[src/rtl/fnd_scan_ctrl.sv]
// Digit scan sequencer for a 4-digit common-anode FND: slot timing, mux select,
// active-low commons with dead time, per-digit blanking/blink and frame-aligned page latch.
module fnd_scan_ctrl #(
    parameter int SCAN_DIV     = 100000,
    parameter int DEAD_CYC     = 2,
    parameter int BLINK_FRAMES = 125
) (
    input  logic       clk,
    input  logic       rst_n,
    input  logic       i_page,
    input  logic [3:0] i_digit_en,
    input  logic [3:0] i_blink_mask,
    output logic [2:0] o_mux_sel,
    output logic [3:0] o_fnd_com,
    output logic       o_frame_tick,
    output logic       o_blink_phase
);

    localparam int CNT_W = $clog2(SCAN_DIV);
    localparam int BLK_W = (BLINK_FRAMES > 1) ? $clog2(BLINK_FRAMES) : 1;
    localparam logic [CNT_W-1:0] CNT_LAST = CNT_W'(SCAN_DIV - 1);
    localparam logic [CNT_W-1:0] DEAD_V   = CNT_W'(DEAD_CYC);
    localparam logic [BLK_W-1:0] BLK_LAST = BLK_W'(BLINK_FRAMES - 1);

    logic [CNT_W-1:0] cnt_q, cnt_d;
    logic [1:0]       idx_q, idx_d;
    logic             page_q, page_d;
    logic [BLK_W-1:0] blink_cnt_q, blink_cnt_d;
    logic             blink_phase_q, blink_phase_d;
    logic             run_q, run_d;
    logic             frame_tick_q, frame_tick_d;
    logic [3:0]       fnd_com_q, fnd_com_d;

    logic             scan_tick;
    logic             frame_start;
    logic             com_enable;
    logic [3:0]       digit_on;

    always_comb begin
        scan_tick     = (cnt_q == CNT_LAST);
        frame_start   = scan_tick && (idx_q == 2'd3);
        cnt_d         = scan_tick ? '0 : cnt_q + CNT_W'(1);
        idx_d         = scan_tick ? idx_q + 2'd1 : idx_q;
        // Commons stay dark until the first scan_tick selects digit 0.
        run_d         = run_q | scan_tick;
        page_d        = frame_start ? i_page : page_q;
        frame_tick_d  = frame_start;
        blink_cnt_d   = blink_cnt_q;
        blink_phase_d = blink_phase_q;
        if (frame_start) begin
            if (blink_cnt_q == BLK_LAST) begin
                blink_cnt_d   = '0;
                blink_phase_d = ~blink_phase_q;
            end else begin
                blink_cnt_d   = blink_cnt_q + BLK_W'(1);
            end
        end
    end

    // Commons are decoded from the post-edge state so they line up with o_mux_sel.
    genvar gi;
    generate
        for (gi = 0; gi < 4; gi++) begin : g_digit
            assign digit_on[gi] = (idx_d == 2'(gi)) && i_digit_en[gi]
                                  && !(blink_phase_d && i_blink_mask[gi]);
        end
    endgenerate

    always_comb begin
        com_enable = run_d && (cnt_d >= DEAD_V);
        fnd_com_d  = ~(digit_on & {4{com_enable}});
    end

    always_ff @(posedge clk or negedge rst_n) begin
        if (!rst_n) begin
            cnt_q         <= '0;
            idx_q         <= 2'd3;
            page_q        <= 1'b0;
            blink_cnt_q   <= '0;
            blink_phase_q <= 1'b0;
            run_q         <= 1'b0;
            frame_tick_q  <= 1'b0;
            fnd_com_q     <= 4'b1111;
        end else begin
            cnt_q         <= cnt_d;
            idx_q         <= idx_d;
            page_q        <= page_d;
            blink_cnt_q   <= blink_cnt_d;
            blink_phase_q <= blink_phase_d;
            run_q         <= run_d;
            frame_tick_q  <= frame_tick_d;
            fnd_com_q     <= fnd_com_d;
        end
    end

    assign o_mux_sel     = {page_q, idx_q};
    assign o_fnd_com     = fnd_com_q;
    assign o_frame_tick  = frame_tick_q;
    assign o_blink_phase = blink_phase_q;

endmodule

[config.mk]
export PLATFORM = sky130hd
export DESIGN_NAME = fnd_scan_ctrl
export DESIGN_NICKNAME = d
export VERILOG_FILES = /design/src/rtl/fnd_scan_ctrl.sv
export SDC_FILE = /design/constraint.sdc
export NUM_CORES = 1
export LEC_CHECK = 0
export BUFFER_PORTS_ARGS = -buffer_cell sky130_fd_sc_hd__buf_2
export CORE_MARGIN = 2
export CORE_UTILIZATION = 26
export DETAILED_ROUTE_END_ITERATION = 7
export MAX_ROUTING_LAYER = met4
export PLACE_DENSITY = 0.47
export SYNTH_ARGS = -nofsm -noshare
export SYNTH_HDL_FRONTEND = slang
export SYNTH_SLANG_ARGS = --single-unit
[constraint.sdc]
create_clock -name clk -period 2 [get_ports clk]
set_input_delay 0.2 -clock clk [delete_from_list [all_inputs] [get_ports clk]]
set_output_delay 0.2 -clock clk [all_outputs]
set_load 0.01 [all_outputs]
After elaboration in Yosys (flattened, before gate mapping)
Cells that the tools add are included.
Cells by class
  add/subtract/negate cells: 3
  magnitude comparators: 1
  eq/ne operators: 6
  muxes and demuxes: 5
  bitwise logic cells: 4
  reductions and logical operators: 19
Operator list (number)
  adder 17 x 1 -> 17 bit (second input constant): 1
  == test 17 bit (second input constant): 1
  >= comparator 17 x 2 -> 1 bit (second input constant): 1
  2-to-1 mux 17 bit: 1
  logical AND 1 bit: 14
  adder 7 x 1 -> 7 bit (second input constant): 1
  == test 7 bit (second input constant): 1
  2-to-1 mux 7 bit: 1
  == test 2 bit (second input constant): 3
  bitwise AND 4 bit: 1
  zero test 1 bit: 4
  inverter 4 bit: 1
  adder 2 x 1 -> 2 bit (second input constant): 1
  == test 2 x 1 -> 1 bit (second input constant): 1
  zero test 2 bit: 1
  2-to-1 mux 1 bit: 2
  2-to-1 mux 2 bit: 1
  inverter 1 bit: 1
  bitwise OR 1 bit: 1
Word-level totals
  register bits: 34
  input port bits: 11
  output and inout bits: 9
  word-level logic and storage cells: 46

Depth between registers and ports, before layout
Gate-level depths: netlist of the first run.
  depth after elaboration: 8
  gate-level depth with buffers: 10
  mapped depth without buffers: 7

Worst setup path before layout of the first run
OpenSTA, ideal clock, no wires.
  kind: reg-to-reg
  from: reg cnt_q[0]
  to: reg fnd_com_q[2], in the netlist o_fnd_com[2]
  library setup time: 0.082 ns
  arrival: 1.999 ns
  setup slack: -0.081 ns
  stages on the path, launching flop included: 10
  buffers on the path: 2
  clock period less this slack: 2.081 ns
  cell sequence: dfrtp_1 ha_1 clkbuf_2 and4_1 buf_2 nand4_4 nand2_1 or4b_1 a211oi_1 nand2_1
Between the ends
  longest elaborated chain between the ends: 8
  elaborated cells on any way between the ends: 16
  those cells by class: add/sub: 1; order compare: 1; eq/ne: 2; mux: 3; bitwise: 3; reduce/logical: 6
Ends and longest elaborated chain
  start: declaration: line 25  | logic [CNT_W-1:0] cnt_q, cnt_d;
  start signal: assignment: line 85  | cnt_q <= cnt_d;
  parallel branches: the longest is 6 deep, another holds adder 17 x 1 -> 17 bit
  bitwise AND 4 bit (*): line 71  | fnd_com_d = ~(digit_on & {4{com_enable}});
  inverter 4 bit (*): line 71
  named net fnd_com_d[2]: line 32  | logic [3:0] fnd_com_q, fnd_com_d;
  end signal: assignment: line 92  | fnd_com_q <= fnd_com_d;
  end: declaration: line 32
Mark *: on every way through the listed nets, which the timed path passes.
A chain may end at the register's enable or synchronous reset.

Worst setup path in the final report of the first run
  from: reg cnt_q[6]
  to: reg blink_cnt_q[5]
Between the ends
  longest elaborated chain between the ends: 2
Ends and longest elaborated chain
  == test 17 bit: line 40  | scan_tick = (cnt_q == CNT_LAST);
  logical AND 1 bit: line 41  | frame_start = scan_tick && (idx_q == 2'd3);
  end signal: assignment: line 88  | blink_cnt_q <= blink_cnt_d;
  end: declaration: line 28  | logic [BLK_W-1:0] blink_cnt_q, blink_cnt_d;
Every way passes these cells.

==> results of run 1 <==
-- worst max-delay path, cell delays in order, from the launching register on --
cell and delay [ns]:
dfrtp_1 0.42, nand4b_1 0.18, or4_4 0.44, nor4_4 0.28, buf_4 0.18, nand4_1 0.12, xor2_1 0.18, nor2_1 0.10
-- how the worst max path moves through the flow --
stage / start / to / slack (ns)
2_1_floorplan: cnt_q[0] / o_fnd_com[2] / -0.03
3_3_place_gp: cnt_q[1] / o_fnd_com[2] / -0.008
3_5_place_dp: cnt_q[1] / o_fnd_com[2] / -0.04
4_1_cts: cnt_q[5] / o_fnd_com[2] / 0.02
5_1_grt: cnt_q[1] / o_fnd_com[3] / -0.08
6_report: cnt_q[6] / blink_cnt_q[5] / 0.04
-- report_power, final --
group          switching [W]  internal [W]  leakage (nW)
Combinational      0.0000163    0.00000773         0.654
Clock               0.000258      0.000373        0.0524
Sequential                 0      0.000688         0.434
-- flip-flops by register name, indices dropped and copies added (netlist names) --
| signal | cells |
|---|---|
| o_fnd_com | 4 |
| run_q | 1 |
| blink_cnt_q | 7 |
| o_frame_tick | 1 |
| page_q | 1 |
| idx_q | 2 |
| cnt_q | 17 |
| o_blink_phase | 1 |
-- per-layer routing --
metal  part of all wire [%]  GRT usage, %  vias up
met3                    2.6          2.77        8
met1                     50          16.1      764
met4                    1.3          3.85        0
met5                      0             -        -
li1                       -             -      756
met2                     46          17.9       24
-- cell usage after synthesis, types with 3 or more instances --
master and instances:
dfrtp_1 28, and4_1 3, nand3_1 8, dfstp_2 6
ha_1 4, nor3_1 4, a31oi_1 3, nor2_1 17
xnor2_1 16, nand2_1 17, nand4_1 11, a211oi_1 3
inv_1 5, and2_1 3, xor2_1 10, buf_2 5
nor4_1 6
-- cell type report --
class / count / area, µm² / share of cell area [%]
Tap cell: 99 / 124 / 4.86
Sequential cell: 34 / 863 / 33.9
Inverter: 5 / 18.8 / 0.736
Timing Repair Buffer: 56 / 373 / 14.6
Clock inverter: 1 / 30.0 / 1.18
Clock buffer: 7 / 76.3 / 2.99
Multi-Input combinational cell: 134 / 1060 / 41.8
-- timing repair --
| item | in CTS | in global routing |
|---|---|---|
| setup buffers | 0 | 5 |
| gates cloned | 0 | 0 |
| resized for setup | 6 | 17 |
| pin swaps | 1 | 10 |
| endpoints found under the setup margin | 4 | 10 |
-- cell families (layout without fill, tap and decap cells) --
group | count (synthesis) | in the layout | share of synthesized area, %
AOI/OAI and AO/OA | 15 | 15 | 5.48
and+or+nand+nor | 86 | 86 | 28.1
adders and majority gates | 4 | 4 | 2.61
muxes | 2 | 2 | 1.11
buffers and inverters | 17 | 69 | 5.16
DFF | 34 | 34 | 44.8
xor gates and xnor gates | 27 | 27 | 12.7
-- stage by stage --
step / std cells / util [%]
finish: 336 / 35.3
global route: 336 / 35.3
CTS: 332 / 33.8
detailed placement: 324 / 32.1
global placement: 324 / 32.1
floorplan: 185 / -
==> results.md, run 1 <==
* Library cells used by synthesis at 46
* Post-Route WL at 4.54 mm
* Ports at 20
* Final hold violations at 28
* Crit path time final at 1.96 ns
* Final worst-path cycle share at 97.8%
* Worst Reg-to-Reg Cells at 7
* Final Cell Area at 0.00255 mm²
* Fillers at 747
* Worst setup path category: reg -> reg
* Place WS at -0.0372 ns
* Syn avg cell area at just over 10 µm²
* CTS H-tree depth at 2
* Cts-stage hold buffer count at 0
* Final setup margin at 0.0447 ns
* Grt ovf at 0
* Final setup violating endpoints at 0
* Type of the worst min-delay path: in -> async
* Syn_nets at 200
* Highest clock rate at 511 MHz
* Clk buf depth at 2
* Crit-path max FO at 5
* Chip width at 89.9 µm
* FF-to-FF Start: cnt_q[6]
* Total power at between 0.001 and 0.0015 W
* Commonest non-fill, non-tap cell in the layout: buf_4
* Leak at 1.14 nW
* Drt first pass iters at 4
* Core ar. at 0.00721 mm²
* Status: finished with violations
* Antenna diodes at 0
* Synth warn at 0
* Chip height at 89.9 µm
* Insertion delay to the later sink of the worst-skew pair at 0.29 ns
* P&R area growth vs syn at 33.0%
* Iter 0 DRT Violations at 57
* RSZ-0062 raised after global routing: yes
* DRT antenna net count at 0
* FF+latch count, synth at 34
* First-pass GRT wire length at between 7 and 8 mm
* Initial antenna violation count at 0
* Number of global-route vias before repair at 1541
* CTS Root Cell: clkbuf_8
* Final Skew at between 0.009 and 0.01 ns
* Final GP Congestion at 0.775
* Max_slew headroom at between 40% and 50%
* Setup TNS at 0 ns
* Syn Std Cell Area at 0.00192 mm²
* Worst VDD drop at 263 µV
* Final Max Slew Viols at 0
* Critical Path AT at 2.18 ns
* Worst reg2reg setup slack at approximately 0.045 ns
* Detailed Place HPWL at 3.19 mm
* Synth Instances at ~190
* Share of the synthesized area in the top cell type at 36.6%
* EDFF count, synth at 0
* Fin Hold WS at -0.0221 ns
* Vias post-DR at 1552
* GR Util All Layers at 12.0%
* Power Density at 527 mW/mm²
* Synth Flop Type: dfrtp_1
* Clk sinks at 34
* Nets at 251
* DRC errors left at 0
* Slew @ Worst Pin at 0.764 ns
* Failing checks: hold timing
* Largest net degree at the start of global routing at 35
* Largest cells by area after synthesis: dfrtp_1 (37%), dfstp_2 (8.2%), xnor2_1 (7.3%)
* Placed instance area at 0.00231 mm²
* Port Buffers at 19
* Clock slew at reported path FFs at 0.07 ns
* Share of cells above drive strength 1 at a little over two fifths
* CTS tree: yes
* Total die area at ~0.008 mm²
* Critical Path Start Type: register
* Yosys top cell by area: dfrtp_1
* Reg2reg end: blink_cnt_q[5]
* Row count at 31
* Max-cap violation count at 0
* Most frequent cells in the layout: buf_4 (37), dfrtp_1 (24), buf_2 (19)
* Drt wl/cell at approximately 14 µm
* FFs w/ async S/R, synth at between 90% and 100%
* Seq/Total Area, Yosys at 44.8%
* Vias per cell at 4.62
* Starting Density at 26.6%
* Num CTS Buffers at 5
* Worst Setup End Kind: register
* Worst Path Required at 2.22 ns
No activity file was read; power rests on OpenSTA's default activity.
==> run 2, diff against run 1 <==
- PLACE_DENSITY: 0.47 -> 0.46
- clock period: 2 -> 2.2 ns (I/O delays scaled with it)
==> run 2 against run 1 <==
Net effect: the flow still finishes with violations (hold timing); critical path type unchanged; critical path depth is 1 lower; combinational power shrank 10%; sequential share of layout area increased by 2.9 points; clock power shrank 23%.
==> results.md, run 2 (synthesis results as in run 1) <==
* Post-layout util at 32.4% (-3.0 points)
* Sequential Area at 858 µm² (-0.58%)
* Met3 usage at 2.43% (-0.34 points)
* Final Max Slew Viols at 0 (unchanged)
* Final Skew at 0.00503 ns (-0.00404 ns)
* CTS Root Cell: clkbuf_8
* Largest net degree at the start of global routing at 35 (unchanged)
* RSZ-0062 raised after global routing: no
* Vias per cell at 4.50 (-2.6%)
* Post-Route WL at 4.23 mm (-6.9%)
* Total die area at 0.00808 mm² (unchanged)
* DRC errors left at 0 (unchanged)
* Total power at 0.00114 W (-15%)
* Nets at 236 (-6.0%)
* P&R area growth vs syn at 21.8%
* Final Cell Area at 0.00233 mm² (-8.4%)
* Highest clock rate at 490 MHz (-4.1%)
* CP bufs+invs at 0 (-1)
* Insertion delay to the later sink of the worst-skew pair at 0.29 ns (about the same)
* Max_slew headroom at 48.2% (-0.88 points)
* Busiest grt layer: met2
* CTS tree: yes
* Vias post-DR at 1444 (-7.0%)
* Placed instance area at 0.00222 mm² (-4.0%)
* Failing checks: hold timing
* Global-route met1 utilization at 15.3% (-0.83 points)
* Port Buffers at 19 (unchanged)
* # Post-CTS Setup Buffers at 0 (unchanged)
* Clk sinks at 34 (unchanged)
* Crit path time final at 2.04 ns (+0.0843 ns)
* Worst VDD drop at 260 µV (-1.2%)
* Post-route insts no fill at 321 (-4.5%)
* Crit-path max FO at 4 (-1)
* Power Density at 487 mW/mm² (-7.6%)
* CP cell instances: ha_1 > and4_1 > and4_1 > or4b_1 > a211oi_1 > nand2_1
* Drt first pass iters at 5 (+1)
* Status: finished with violations
* Detailed Place HPWL at 3.11 mm (-2.5%)
* First-pass GRT wire length at 7.08 mm (-6.5%)
* Final GP Congestion at 0.840 (+8.4%)
* Fin Hold WS at -0.00260 ns (+0.0195 ns)
* Critical Path AT at 2.26 ns (+0.08 ns)
* Most flops, register: cnt_q
* Most used cell, CP: and4_1
* DP Cell Count at 313 (-3.4%)
* CTS H-tree depth at 2 (unchanged)
* Setup TNS at 0 ns (unchanged)
* Top delay family on crit path: simple AND/OR/NAND/NOR gates
* Final setup violating endpoints at 0 (unchanged)
* Max-cap violation count at 0 (unchanged)
* DRT antenna net count at 0 (unchanged)
* Iter 0 DRT Violations at 38 (-33%)
* Slew @ Worst Pin at 0.777 ns (+0.0132 ns)
* Starting Density at 26.6% (unchanged)
* Worst Setup End Kind: register
* Chip width at 89.9 µm (unchanged)
* Final hold violations at 1 (-96%)
* Multi-input gate area at 978 µm² (-8.1%)
* Clock slew at reported path FFs at 0.07 ns (about the same)
* Ports at 20 (unchanged)
* Drt wl/cell at 13.2 µm (-2.6%)
* Number of global-route vias before repair at 1424 (-7.6%)
* GR Util met2 at 16.1% (-1.8 points)
* Fillers at 781 (+4.6%)
* Grt ovf at 0 (unchanged)
* Leak at 1.02 nW (-11%)
* Worst setup path category: reg -> reg
* Number of flip-flops in the largest register at 17 (unchanged)
* Clk buf depth at 2 (unchanged)
* Share of cells above drive strength 1 at 32.0% (-10 points)
* GR Util All Layers at 11.2% (-0.73 points)
* Commonest non-fill, non-tap cell in the layout: dfrtp_1
* Chip height at 89.9 µm (unchanged)
* Critical Path Start Type: register
* Most frequent cells in the layout: dfrtp_1 (28), buf_4 (22), buf_2 (19)
* Core ar. at 0.00721 mm² (unchanged)
* Worst Path Required at 2.42 ns (+0.20 ns)
* Initial antenna violation count at 0 (unchanged)
* Num CTS Buffers at 5 (unchanged)
* Max stage delay cell, worst path: or4b_1
* Row count at 31 (unchanged)
* Final worst-path cycle share at 92.7% (-5.1 points)
* Antenna diodes at 0 (unchanged)
* Type of the worst min-delay path: in -> async
* CP max stage delay at 0.51 ns (+0.07 ns)
run 2: layout make-up:
cell class                 count  share of cell area [%]
sequential                    34                    36.8
timing repair buffer          41                    11.1
clock buffer                   6                    3.54
clock inverter                 2                   0.536
tap                           99                    5.31
inverter                       5                   0.804
multi-input combinational    134                    41.9
run 2: power breakdown:
group          internal [W]  switching [W]
clock network      0.000252       0.000238
logic            0.00000687      0.0000146
registers          0.000625              0
run 2: repair_timing:
action,CTS,global route
gates resized for setup,0,4
hold buffers,0,0
setup endpoints to repair,0,4
run 2: worst register-to-register path, cell delays in order (launching register included):
cell and delay (ns):
dfrtp_1 0.40, ha_1 0.26, and4_1 0.29, and4_1 0.26, or4b_1 0.51, a211oi_1 0.19
nand2_1 0.08
run 2: path summary, 6_finish.rpt:
check | cells past startpoint | slack (ns) | end | startpoint
setup / recovery | 6 | 0.16 | o_fnd_com[2] | cnt_q[0]
hold reg to reg | 1 | 0.46 | cnt_q[0] | cnt_q[0]
setup reg to reg | 6 | 0.16 | o_fnd_com[2] | cnt_q[0]
max in group asynchronous | 1 | 1.69 | page_q | rst_n
hold / removal | 1 | -0.003 | run_q | rst_n
min in group clk | 3 | 0.15 | o_fnd_com[1] | i_blink_mask[1]
run 2: through the flow:
| step | setup slack, ns | hold WS, ns |
|---|---|---|
| after floorplan | 0.119 | -0.0756 |
| after global placement | 0.190 | 0.355 |
| after detailed placement | 0.158 | 0.348 |
| after CTS | 0.129 | 0.0327 |
| after global routing | 0.0477 | 0.0613 |
| final | 0.160 | -0.00260 |
run 2: routing by layer:
| metal | part of all wire [%] | wire, µm | up-vias |
|---|---|---|---|
| met3 | 2.8 | 117 | 8 |
| met5 | 0 | 0 | - |
| met2 | 45 | 1910 | 24 |
| met4 | 2.1 | 89 | 0 |
| li1 | - | - | 721 |
| met1 | 50 | 2110 | 691 |
==> run 3, diff against run 2 <==
- CORE_MARGIN: 2 -> 5
==> run 3 against run 2 <==
Net effect: the flow now finishes without violations; largest cell class unchanged; largest power group unchanged; combinational power barely moved; first-iteration DRC count rose to 2.9 times the previous value; hold slack improved by 0.016 ns; wire length rose by 0.76%; global-route usage fell by 0.62 points.
==> results.md, run 3 (synthesis results as in run 1) <==
* Worst VDD drop at 235 µV (-9.5%)
* Clock share of power at 42.6% (-0.5 points)
* CTS H-tree depth at 2 (unchanged)
* Crit path time final at 1.99 ns (-0.0500 ns)
* Slew @ Worst Pin at 0.782 ns (+0.00423 ns)
* Share of cells above drive strength 1 at 32.7% (+0.74 points)
* RSZ-0062 raised after global routing: no
* Clk buf depth at 2 (unchanged)
* Critical Path AT at 2.21 ns (-0.05 ns)
* Power Density at 488 mW/mm² (+0.21%)
* Reg2reg end: o_fnd_com[3]
* Largest net degree at the start of global routing at 35 (unchanged)
* Max_slew headroom at 47.9% (-0.28 points)
* Final Skew at 0.00703 ns (+0.00200 ns)
* Clk sinks at 34 (unchanged)
* Crit path from: cnt_q[0]
* Commonest non-fill, non-tap cell in the layout: dfrtp_1
* Cts-stage hold buffer count at 0 (unchanged)
* Number of flip-flops in the largest register at 17 (unchanged)
* Type of the worst min-delay path: in -> async
* Final worst-path cycle share at 90.4% (-2.3 points)
* Switching share of power at 21.5% (-0.74 points)
* Detailed Place HPWL at 3.10 mm (-0.18%)
* GR Util All Layers at 10.6% (-0.62 points)
* Comb power frac at 1.9% (about the same)
* Insertion delay to the later sink of the worst-skew pair at 0.28 ns (about the same)
* Final setup violating endpoints at 0 (unchanged)
* Most flops, register: cnt_q
* Antenna diodes at 0 (unchanged)
* First-pass GRT wire length at 7.20 mm (+1.8%)
* Number of global-route vias before repair at 1424 (unchanged)
* Drt wl/cell at 13.5 µm (+2.4%)
* Vias post-DR at 1439 (-0.35%)
* Max stage delay cell, worst path: dfrtp_1
* Crit-path max FO at 5 (+1)
* Iter 0 DRT Violations at 111 (+190%)
* P&R area growth vs syn at 20.6%
* Total die area at 0.00919 mm² (+14%)
* Final hold violations at 0 (-1)
* Highest clock rate at 503 MHz (+2.5%)
* CTS Root Cell: clkbuf_8
* Num CTS Buffers at 5 (unchanged)
* Worst Path Required at 2.42 ns (about the same)
* Nets at 231 (-2.1%)
* Ports at 20 (unchanged)
* Setup TNS at 0 ns (unchanged)
* Cell-internal power at 0.000885 W (+0.13%)
* Post_cts resized at 0 (unchanged)
* Leak at 0.989 nW (-3.0%)
* DRC errors left at 0 (unchanged)
* Crit path to: o_fnd_com[3]
* Placed instance area at 0.00218 mm² (-1.7%)
* Row count at 31 (unchanged)
* CTS tree: yes
* Max-cap violation count at 0 (unchanged)
* FF-to-FF Start: cnt_q[0]
* Part of the power in registers at 55.5% (+0.5 points)
* Port Buffers at 19 (unchanged)
* Worst Setup End Kind: register
* Clock slew at reported path FFs at 0.07 ns (about the same)
* Final Cell Area at 0.00231 mm² (-1.0%)
* Chip width at 95.9 µm (+6.7%)
* CP cell instances: ha_2 > and4_2 > xnor2_1 > nand3_1 > a2111oi_2 > nand4_1 > nand3_1
* P_sw at 0.000242 W (-4.1%)
* DRT antenna net count at 0 (unchanged)
* Post-Route WL at 4.26 mm (+0.76%)
* # Post-CTS Setup Buffers at 0 (unchanged)
* Vias per cell at 4.55 (+1.2%)
* Most frequent cells in the layout: dfrtp_1 (26), buf_2 (19), nand2_1 (17), nor2_1 (17), buf_4 (17)
* Critical Path Start Type: register
* Most used cell, CP: nand3_1
* Status: finished clean
* Final GP Congestion at 0.807 (-3.9%)
* Initial antenna violation count at 0 (unchanged)
* Chip height at 95.9 µm (+6.7%)
* Final Max Slew Viols at 0 (unchanged)
* Post-layout util at 32.0% (-0.33 points)
* Grt ovf at 0 (unchanged)
* CP max stage delay at 0.37 ns (-0.14 ns)
* Worst setup path category: reg -> reg
* Worst reg2reg setup slack at 0.21 ns (+0.05 ns)
* Starting Density at 26.6% (unchanged)
* Core ar. at 0.00721 mm² (unchanged)
* Total power at 0.00113 W (-0.81%)
* Worst Reg-to-Reg Cells at 7 (+1)
* Drt first pass iters at 4 (-1)
-- run 3: changes by cell type in the layout (fill, tap and decap cells not counted), sizes merged --
cell | before | now
buf | 41 | 36
clkbuf | 6 | 7
clkinvlp | 1 | 0
-- run 3: layout make-up --
| cell class | instances | area, µm² |
|---|---|---|
| fill | 790 | 4900 |
| multi-input combinational | 134 | 993 |
| sequential | 34 | 861 |
| timing repair buffer | 36 | 223 |
| tap | 99 | 124 |
| clock buffer | 7 | 86.3 |
| inverter | 5 | 18.8 |
| clock inverter | 1 | 5.00 |
-- run 3: how the worst min path moves through the flow --
stage                      from              to  cells after the start
final                     rst_n   o_blink_phase                      1
after global routing      rst_n   o_blink_phase                      1
after CTS                 rst_n   o_blink_phase                      1
after detailed placement  rst_n           run_q                      1
after global placement    rst_n           run_q                      1
after floorplan           rst_n  blink_cnt_q[0]                      0
-- run 3: routing by layer --
layer | wire (µm) | share of wire, % | vias to the layer above | GRT usage (%)
li1 | - | - | 717 | -
met1 | 2220 | 52 | 705 | 15.1
met2 | 1910 | 45 | 15 | 14.6
met3 | 88 | 2.1 | 2 | 2.35
met4 | 40 | 0.94 | 0 | 3.91
met5 | 0 | 0 | - | -
-- run 3: per-stage QoR --
step	hold slack, ns	setup slack [ns]	instances
after global placement	0.346	0.112	308
final	0.0135	0.210	316
after global routing	0.0865	0.0466	316
after floorplan	-0.0756	0.119	185
after CTS	0.0411	0.0551	316
after detailed placement	0.351	0.0833	308
-- run 3: power groups by stage --
| stage | combinational [W] | clock (W) | sequential (W) |
|---|---|---|---|
| floorplan | 0.000000956 | 0 | 0.000637 |
| global placement | 0.0000227 | 0 | 0.000637 |
| detailed placement | 0.0000229 | 0 | 0.000637 |
| CTS | 0.0000231 | 0.000502 | 0.000625 |
| global route | 0.0000261 | 0.000531 | 0.000625 |
| finish | 0.0000216 | 0.000480 | 0.000625 |
-- run 3: worst max-delay path: cells and delay by family (launching register included) --
family	cells	cell delay [ns]
fa+ha+maj	1	0.26
xor+xnor	1	0.13
compound gates	1	0.37
flops	1	0.37
simple gates	4	0.80
